File: src/rtl/note_fall_sequencer.sv
// note_fall_sequencer
//   Walks a song ROM one entry at a time and presents a single falling note
//   (number + Y position) to the note register in front of the VGA renderer.
//   The active note moves down by STEP pixels on every frame_tick. It ends
//   when the player hits it or when the next step would carry it past Y_LIMIT.
//   A ROM entry of 0 marks the end of the song.
//
// Ports
//   clock        in   system clock, rising edge
//   reset_n      in   synchronous active-low reset
//   start        in   pulse: start the song at address 0 (only in IDLE/DONE)
//   frame_tick   in   pulse: once per video frame
//   hit          in   pulse: player struck the active note
//   rom_addr     out  song ROM address
//   rom_data     in   note number at rom_addr, one cycle read latency
//   note_number  out  active note number
//   note_pos_y   out  active note Y position
//   note_valid   out  note_number/note_pos_y describe a live falling note
//   hit_ack      out  pulse: hit accepted on the active note
//   song_done    out  song finished, held until the next start
module note_fall_sequencer #(
  parameter int         ADDR_W  = 8,
  parameter logic [9:0] Y_START = 10'd0,
  parameter logic [9:0] Y_LIMIT = 10'd479,
  parameter logic [9:0] STEP    = 10'd2
) (
  input  logic              clock,
  input  logic              reset_n,
  input  logic              start,
  input  logic              frame_tick,
  input  logic              hit,
  output logic [ADDR_W-1:0] rom_addr,
  input  logic [6:0]        rom_data,
  output logic [6:0]        note_number,
  output logic [9:0]        note_pos_y,
  output logic              note_valid,
  output logic              hit_ack,
  output logic              song_done
);

  typedef enum logic [2:0] {
    S_IDLE  = 3'd0,
    S_FETCH = 3'd1,
    S_WAIT  = 3'd2,
    S_LOAD  = 3'd3,
    S_FALL  = 3'd4,
    S_DONE  = 3'd5
  } state_t;

  // A note whose Y is above this threshold would pass Y_LIMIT on its next step.
  localparam logic [9:0]        MISS_TH   = Y_LIMIT - STEP;
  localparam logic [ADDR_W-1:0] ADDR_LAST = {ADDR_W{1'b1}};
  localparam logic [ADDR_W-1:0] ADDR_ONE  = ADDR_W'(1'b1);

  state_t state_r;
  logic   note_end_s;

  // Decide whether the active note finishes this cycle: a hit wins over the
  // frame tick, so a tick in the same cycle never counts as a miss.
  always_comb begin
    note_end_s = 1'b0;
    if (hit) begin
      note_end_s = 1'b1;
    end else if (frame_tick && (note_pos_y > MISS_TH)) begin
      note_end_s = 1'b1;
    end else begin
      note_end_s = 1'b0;
    end
  end

  // Sequencer FSM with all outputs registered.
  always_ff @(posedge clock) begin
    if (!reset_n) begin
      state_r     <= S_IDLE;
      rom_addr    <= '0;
      note_number <= 7'd0;
      note_pos_y  <= Y_START;
      note_valid  <= 1'b0;
      hit_ack     <= 1'b0;
      song_done   <= 1'b0;
    end else begin
      hit_ack <= 1'b0;
      case (state_r)
        S_IDLE, S_DONE: begin
          if (start) begin
            rom_addr  <= '0;
            song_done <= 1'b0;
            state_r   <= S_FETCH;
          end
        end
        S_FETCH: state_r <= S_WAIT;
        // Gives the ROM its one cycle of read latency after an address change.
        S_WAIT:  state_r <= S_LOAD;
        S_LOAD: begin
          if (rom_data == 7'd0) begin
            song_done  <= 1'b1;
            note_valid <= 1'b0;
            state_r    <= S_DONE;
          end else begin
            note_number <= rom_data;
            note_pos_y  <= Y_START;
            note_valid  <= 1'b1;
            state_r     <= S_FALL;
          end
        end
        S_FALL: begin
          if (note_end_s) begin
            // note_number/note_pos_y keep their last values after the note ends.
            hit_ack    <= hit;
            note_valid <= 1'b0;
            if (rom_addr == ADDR_LAST) begin
              song_done <= 1'b1;
              state_r   <= S_DONE;
            end else begin
              rom_addr <= rom_addr + ADDR_ONE;
              state_r  <= S_FETCH;
            end
          end else if (frame_tick) begin
            note_pos_y <= note_pos_y + STEP;
          end
        end
        default: state_r <= S_IDLE;
      endcase
    end
  end

endmodule

File: config.mk
export PLATFORM = sky130hd
export DESIGN_NAME = note_fall_sequencer
export DESIGN_NICKNAME = d
export VERILOG_FILES = /design/src/rtl/note_fall_sequencer.sv
export SDC_FILE = /design/constraint.sdc
export NUM_CORES = 1
export LEC_CHECK = 0
export BUFFER_PORTS_ARGS = -buffer_cell sky130_fd_sc_hd__clkbuf_2
export CAP_MARGIN = 20
export CORE_ASPECT_RATIO = 1.25
export CORE_UTILIZATION = 52
export CTS_BUF_LIST = sky130_fd_sc_hd__clkbuf_16
export DETAILED_ROUTE_END_ITERATION = 7
export GPL_ROUTABILITY_DRIVEN = 0
export PLACE_DENSITY_LB_ADDON = 0.12
export SLEW_MARGIN = 20
export SYNTH_ARGS = -nofsm -noshare
export SYNTH_HDL_FRONTEND = slang
export SYNTH_SLANG_ARGS = --single-unit
export TNS_END_PERCENT = 30
File: constraint.sdc
create_clock -name clock -period 2.4 [get_ports clock]
set_input_delay 0.6 -clock clock [delete_from_list [all_inputs] [get_ports clock]]
set_output_delay 0.6 -clock clock [all_outputs]
set_load 0.01 [all_outputs]
After elaboration in Yosys (flattened, before gate mapping). Index checks and enable logic that the tools add are counted. W data, S select, Z words.

Magnitude comparators: 1. $add $sub $neg: 2. Mux-type cells: 23. Reduce and logical (&&, ||, !) cells: 14. Bitwise logic cells: 1. Equal/unequal tests: 14.

Operators by type and width (count): $mux W10 (3); $mux W8 (3); $pmux W10 S2 (1); $ne A2 B2 Y1 const B (8); $pmux W8 S2 (1); $pmux W3 S5 (1); $add A10 B2 Y10 const B (1); $gt A10 B9 Y1 const B (1); $mux W1 (9); $mux W3 (3); $add A8 B1 Y8 const B (1); $eq A8 B8 Y1 const B (1); $reduce_and A4 Y1 (2); $logic_not A7 Y1 (1); $eq A3 B2 Y1 const B (2); $eq A3 B3 Y1 const B (2); $reduce_and A2 Y1 (3); $reduce_and A5 Y1 (1); $reduce_bool A2 Y1 (2); $eq A3 B1 Y1 const B (1); $logic_not A3 Y1 (1); $pmux W1 S3 (1); $reduce_and A3 Y1 (1); $reduce_bool A3 Y1 (1); 4 further kinds (4).

Output and inout bits: 28. Register bits after elaboration: 31. Bits of input ports: 12.

Logic depth before layout (Yosys ltp).
Word-level depth: 6. Depth in mapped cells: 8.

Worst setup path after synthesis. No wires, ideal clock.

Kind: input to register. Start point: input port rom_data[2]. End point: register note_pos_y[2]. Stages: 7. Setup slack: 499 ps. Buffers on the path: 2. Arrival: 1774 ps. Cells stage by stage: nor4_1 -> a21o_1 -> buf_2 -> and2_1 -> buf_2 -> mux2i_1 -> nor2_1.

Cells in the longest elaborated chain, start to end: 3.

Ends and longest elaborated chain: start: declaration (line 33) `input logic [6:0] rom_data,`; $logic_not A7 Y1 (line 95) `if (rom_data == 7'd0) begin`; $ne A2 B2 Y1 (no source line); $reduce_and A4 Y1 (no source line); end signal: assignment (line 119) `note_pos_y <= note_pos_y + STEP;`; end: declaration (line 35) `output logic [9:0] note_pos_y,`.

Every way passes these cells. A chain may end at the register's enable or synchronous reset.

Worst setup path in the final report.
Start point: register note_pos_y[6]. End point: register rom_addr[5].

Cells in the longest elaborated chain, start to end: 6.

Ends and longest elaborated chain: $gt A10 B9 Y1 (line 64) `end else if (frame_tick && (note_pos_y > MISS_TH)) begin`; $logic_and A1 B1 Y1 (line 64); $mux W1 (line 64); $mux W1 (line 62) `if (hit) begin`; $ne A2 B2 Y1 (no source line); $reduce_and A4 Y1 (no source line); end signal: assignment (line 115) `rom_addr <= rom_addr + ADDR_ONE;`; end: declaration (line 32) `output logic [ADDR_W-1:0] rom_addr,`.

Every way passes these cells.

==> metrics.cfg <==
[worst_setup_path]
critical_path_class=reg -> reg
cp-start-kind=register
crit_slowest_cell=dfxtp_1
required_ns=2.61
cp_max_fo=8
crit_path_max_incr_delay_ns=0.48
cp_cell_sequence=a41oi_2 > o221a_4 > or3_4 > or3_1 > o21ai_2
endpoint_kind=register
cp.arrival_ns=2.17

[global_route]
grt_max_degree=21
grt_pass1_wl_um=6803
grt_antenna_before_repair=0
use_met2=0.4589
busiest_layer=met2
gr-total-overflow=0
track_usage=0.2746
grt_pass1_vias=1557
grt_use_met3=0.06763
grt_use_met1=0.3189

[route]
via_per_inst=6.075
wl_per_cell_um=15.06
first_iter_violations=52
vias=1628
drc_errors=0
drt_pre_antenna_iters=4
routed_wl_um=4035
ant_nets=0

[clocking]
h-tree-depth=2
cts_resized=0
holdBufCountCts=0
clk_latency_ns=0.27
cts-buffers-inserted=5
root_buffer=clkbuf_16
cts_tree=done
cts_buffer_depth=2
cts.sinks=30
cts_setup_buffers=0
clkTransAtPathRegs_ns=0.05

[final_layout]
diodes=0
drive_gt1_frac=0.2393
syn2layout_area_growth_pct=21.98
layout.cells.non_filler=268
nNetsFinal=247

[synth]
netlist_top_cells_area=dfxtp_1 (38%), nand2_1 (7.2%), a21oi_1 (6.1%)
postSynth.topFlopCell=dfxtp_1
synth_cell_types=50
synth-seq-cells=30
synth_top_area_share=0.3837
syn_inst=195
ys_warn_count=0
syn-cell-area_mm2=0.001565
synth_edf_count=0
yosysTopAreaCell=dfxtp_1
async_reset_ff_frac=0
syn-num-nets=209
synth-seq-area-share=0.3837
syn_avg_cell_area_um2=8.027

[sta]
finalClockSkew_ns=0.002803
maxSlewHeadroom=0.5602
final.setup.tns_ns=0
period_share=0.8173
maxSlewViolCount=0
worstMarginPinSlew_ns=0.6590
finalHoldViolations=0
clock.fmax_mhz=509.8
rsz0062_at_grt=no
min_period_ns=1.961
setup_viol=0

[run]
drv_cap=0

[die]
die_w_um=51.07
fp-row-count=21
ioPinCount=40
core-area_mm2=0.002759
initial_utilization=0.5673
die_y_um=63.34
die_area_mm2=0.003235

[power]
p_per_area_mw_per_mm2=669.8
peakVddDrop_v=0.0005824
power.leakage_uw=0.0007798

[worst_hold_path]
hold_class=reg -> reg

[placed_design]
numPortBuffers=38
hpwl_um=2867
dpl.cell_count=260

[status]
outcome=complete, no violations

## cell families after synthesis
kind of cell,share of synthesized area
and+or+nand+nor,0.2846
AOI/OAI and AO/OA,0.2390
DFF,0.3837
buffers and inverters,0.04955
muxes,0.01919
adders and majority gates,0.01598
other,0.002396
xor gates and xnor gates,0.005597
## flip-flops by register name, summed over array words and instances, names as in the netlist
register     count
note_pos_y       9
rom_addr         8
note_number      7
state_r          3
hit_ack          1
note_valid       1
song_done        1
## cell usage in the layout (no fill, tap or decap), types with 3 or more instances in the layout
cell and instances:
clkbuf_2 38, nand2_1 30, dfxtp_1 30, a21oi_1 19, nor2_1 15, nand3_1 8, o21ai_0 7, inv_1 6
and3_1 6, clkbuf_16 5, o21ai_1 4, buf_4 4, nor3_1 3, o22ai_1 3, mux2i_1 3, nand4_1 3
o31ai_1 3, or4_1 3, clkinv_1 3
## synth_stat cells (4+ instances only)
| master | instances |
|---|---|
| nand2_1 | 30 |
| inv_1 | 6 |
| o21ai_1 | 4 |
| buf_2 | 5 |
| nor2_1 | 15 |
| o21ai_0 | 7 |
| a21oi_1 | 19 |
| clkbuf_1 | 4 |
| and3_1 | 6 |
| nand3_1 | 8 |
| dfxtp_1 | 30 |
## where the power goes
part           switching [uW]  leakage (uW)  internal, uW  total (uW)
Clock                     211     0.0000663           372         583
Combinational            87.7      0.000471          59.6         147
Sequential               31.3      0.000242           517         548
Total                     330      0.000780           949        1280
## per-layer routing
layer  wire [um]  up-vias  part of all wire
li1            -      789                 -
met1        1705      772              0.42
met2        2016       56              0.50
met3         227       11             0.056
met4          86        0             0.021
met5           0        -                 0
## final timing paths
kind / startpoint / endpoint / slack, ns / cells after the start
worst max register to register: note_pos_y[6] / rom_addr[5] / 0.44 / 5
worst max-delay path: note_pos_y[6] / rom_addr[5] / 0.44 / 5
worst min register to register: note_number[5] / note_number[5] / 0.45 / 2
worst min-delay path: note_number[5] / note_number[5] / 0.45 / 2
## worst max-delay path, delay by kind of cell, from the launching register on
kind	cells	cell delay (ns)
compound gates	3	0.63
flops	1	0.48
simple gates	2	0.79
## stage by stage
step / power (uW) / instance area [um^2] / util / hold slack, ns / worst slack [ns]
2_1_floorplan: 660.5 / 1565 / - / 0.4805 / 0.4985
3_3_place_gp: 696.1 / 1773 / 0.6426 / 0.4422 / 0.4223
3_5_place_dp: 701.6 / 1773 / 0.6426 / 0.4496 / 0.3233
4_1_cts: 1282 / 1909 / 0.6921 / 0.4560 / 0.4474
5_1_grt: 1328 / 1909 / 0.6921 / 0.4841 / 0.3472
6_report: 1279 / 1909 / 0.6921 / 0.4532 / 0.4385
## cell type report
cell class | instances | area (um^2)
clock buffer | 5 | 125.1
clock inverter | 3 | 11.26
fill | 244 | 849.6
inverter | 6 | 22.52
multi-input combinational | 148 | 887.1
sequential | 30 | 600.6
tap | 34 | 42.54
timing repair buffer | 42 | 220.2
No activity file was read; power rests on OpenSTA's default activity.
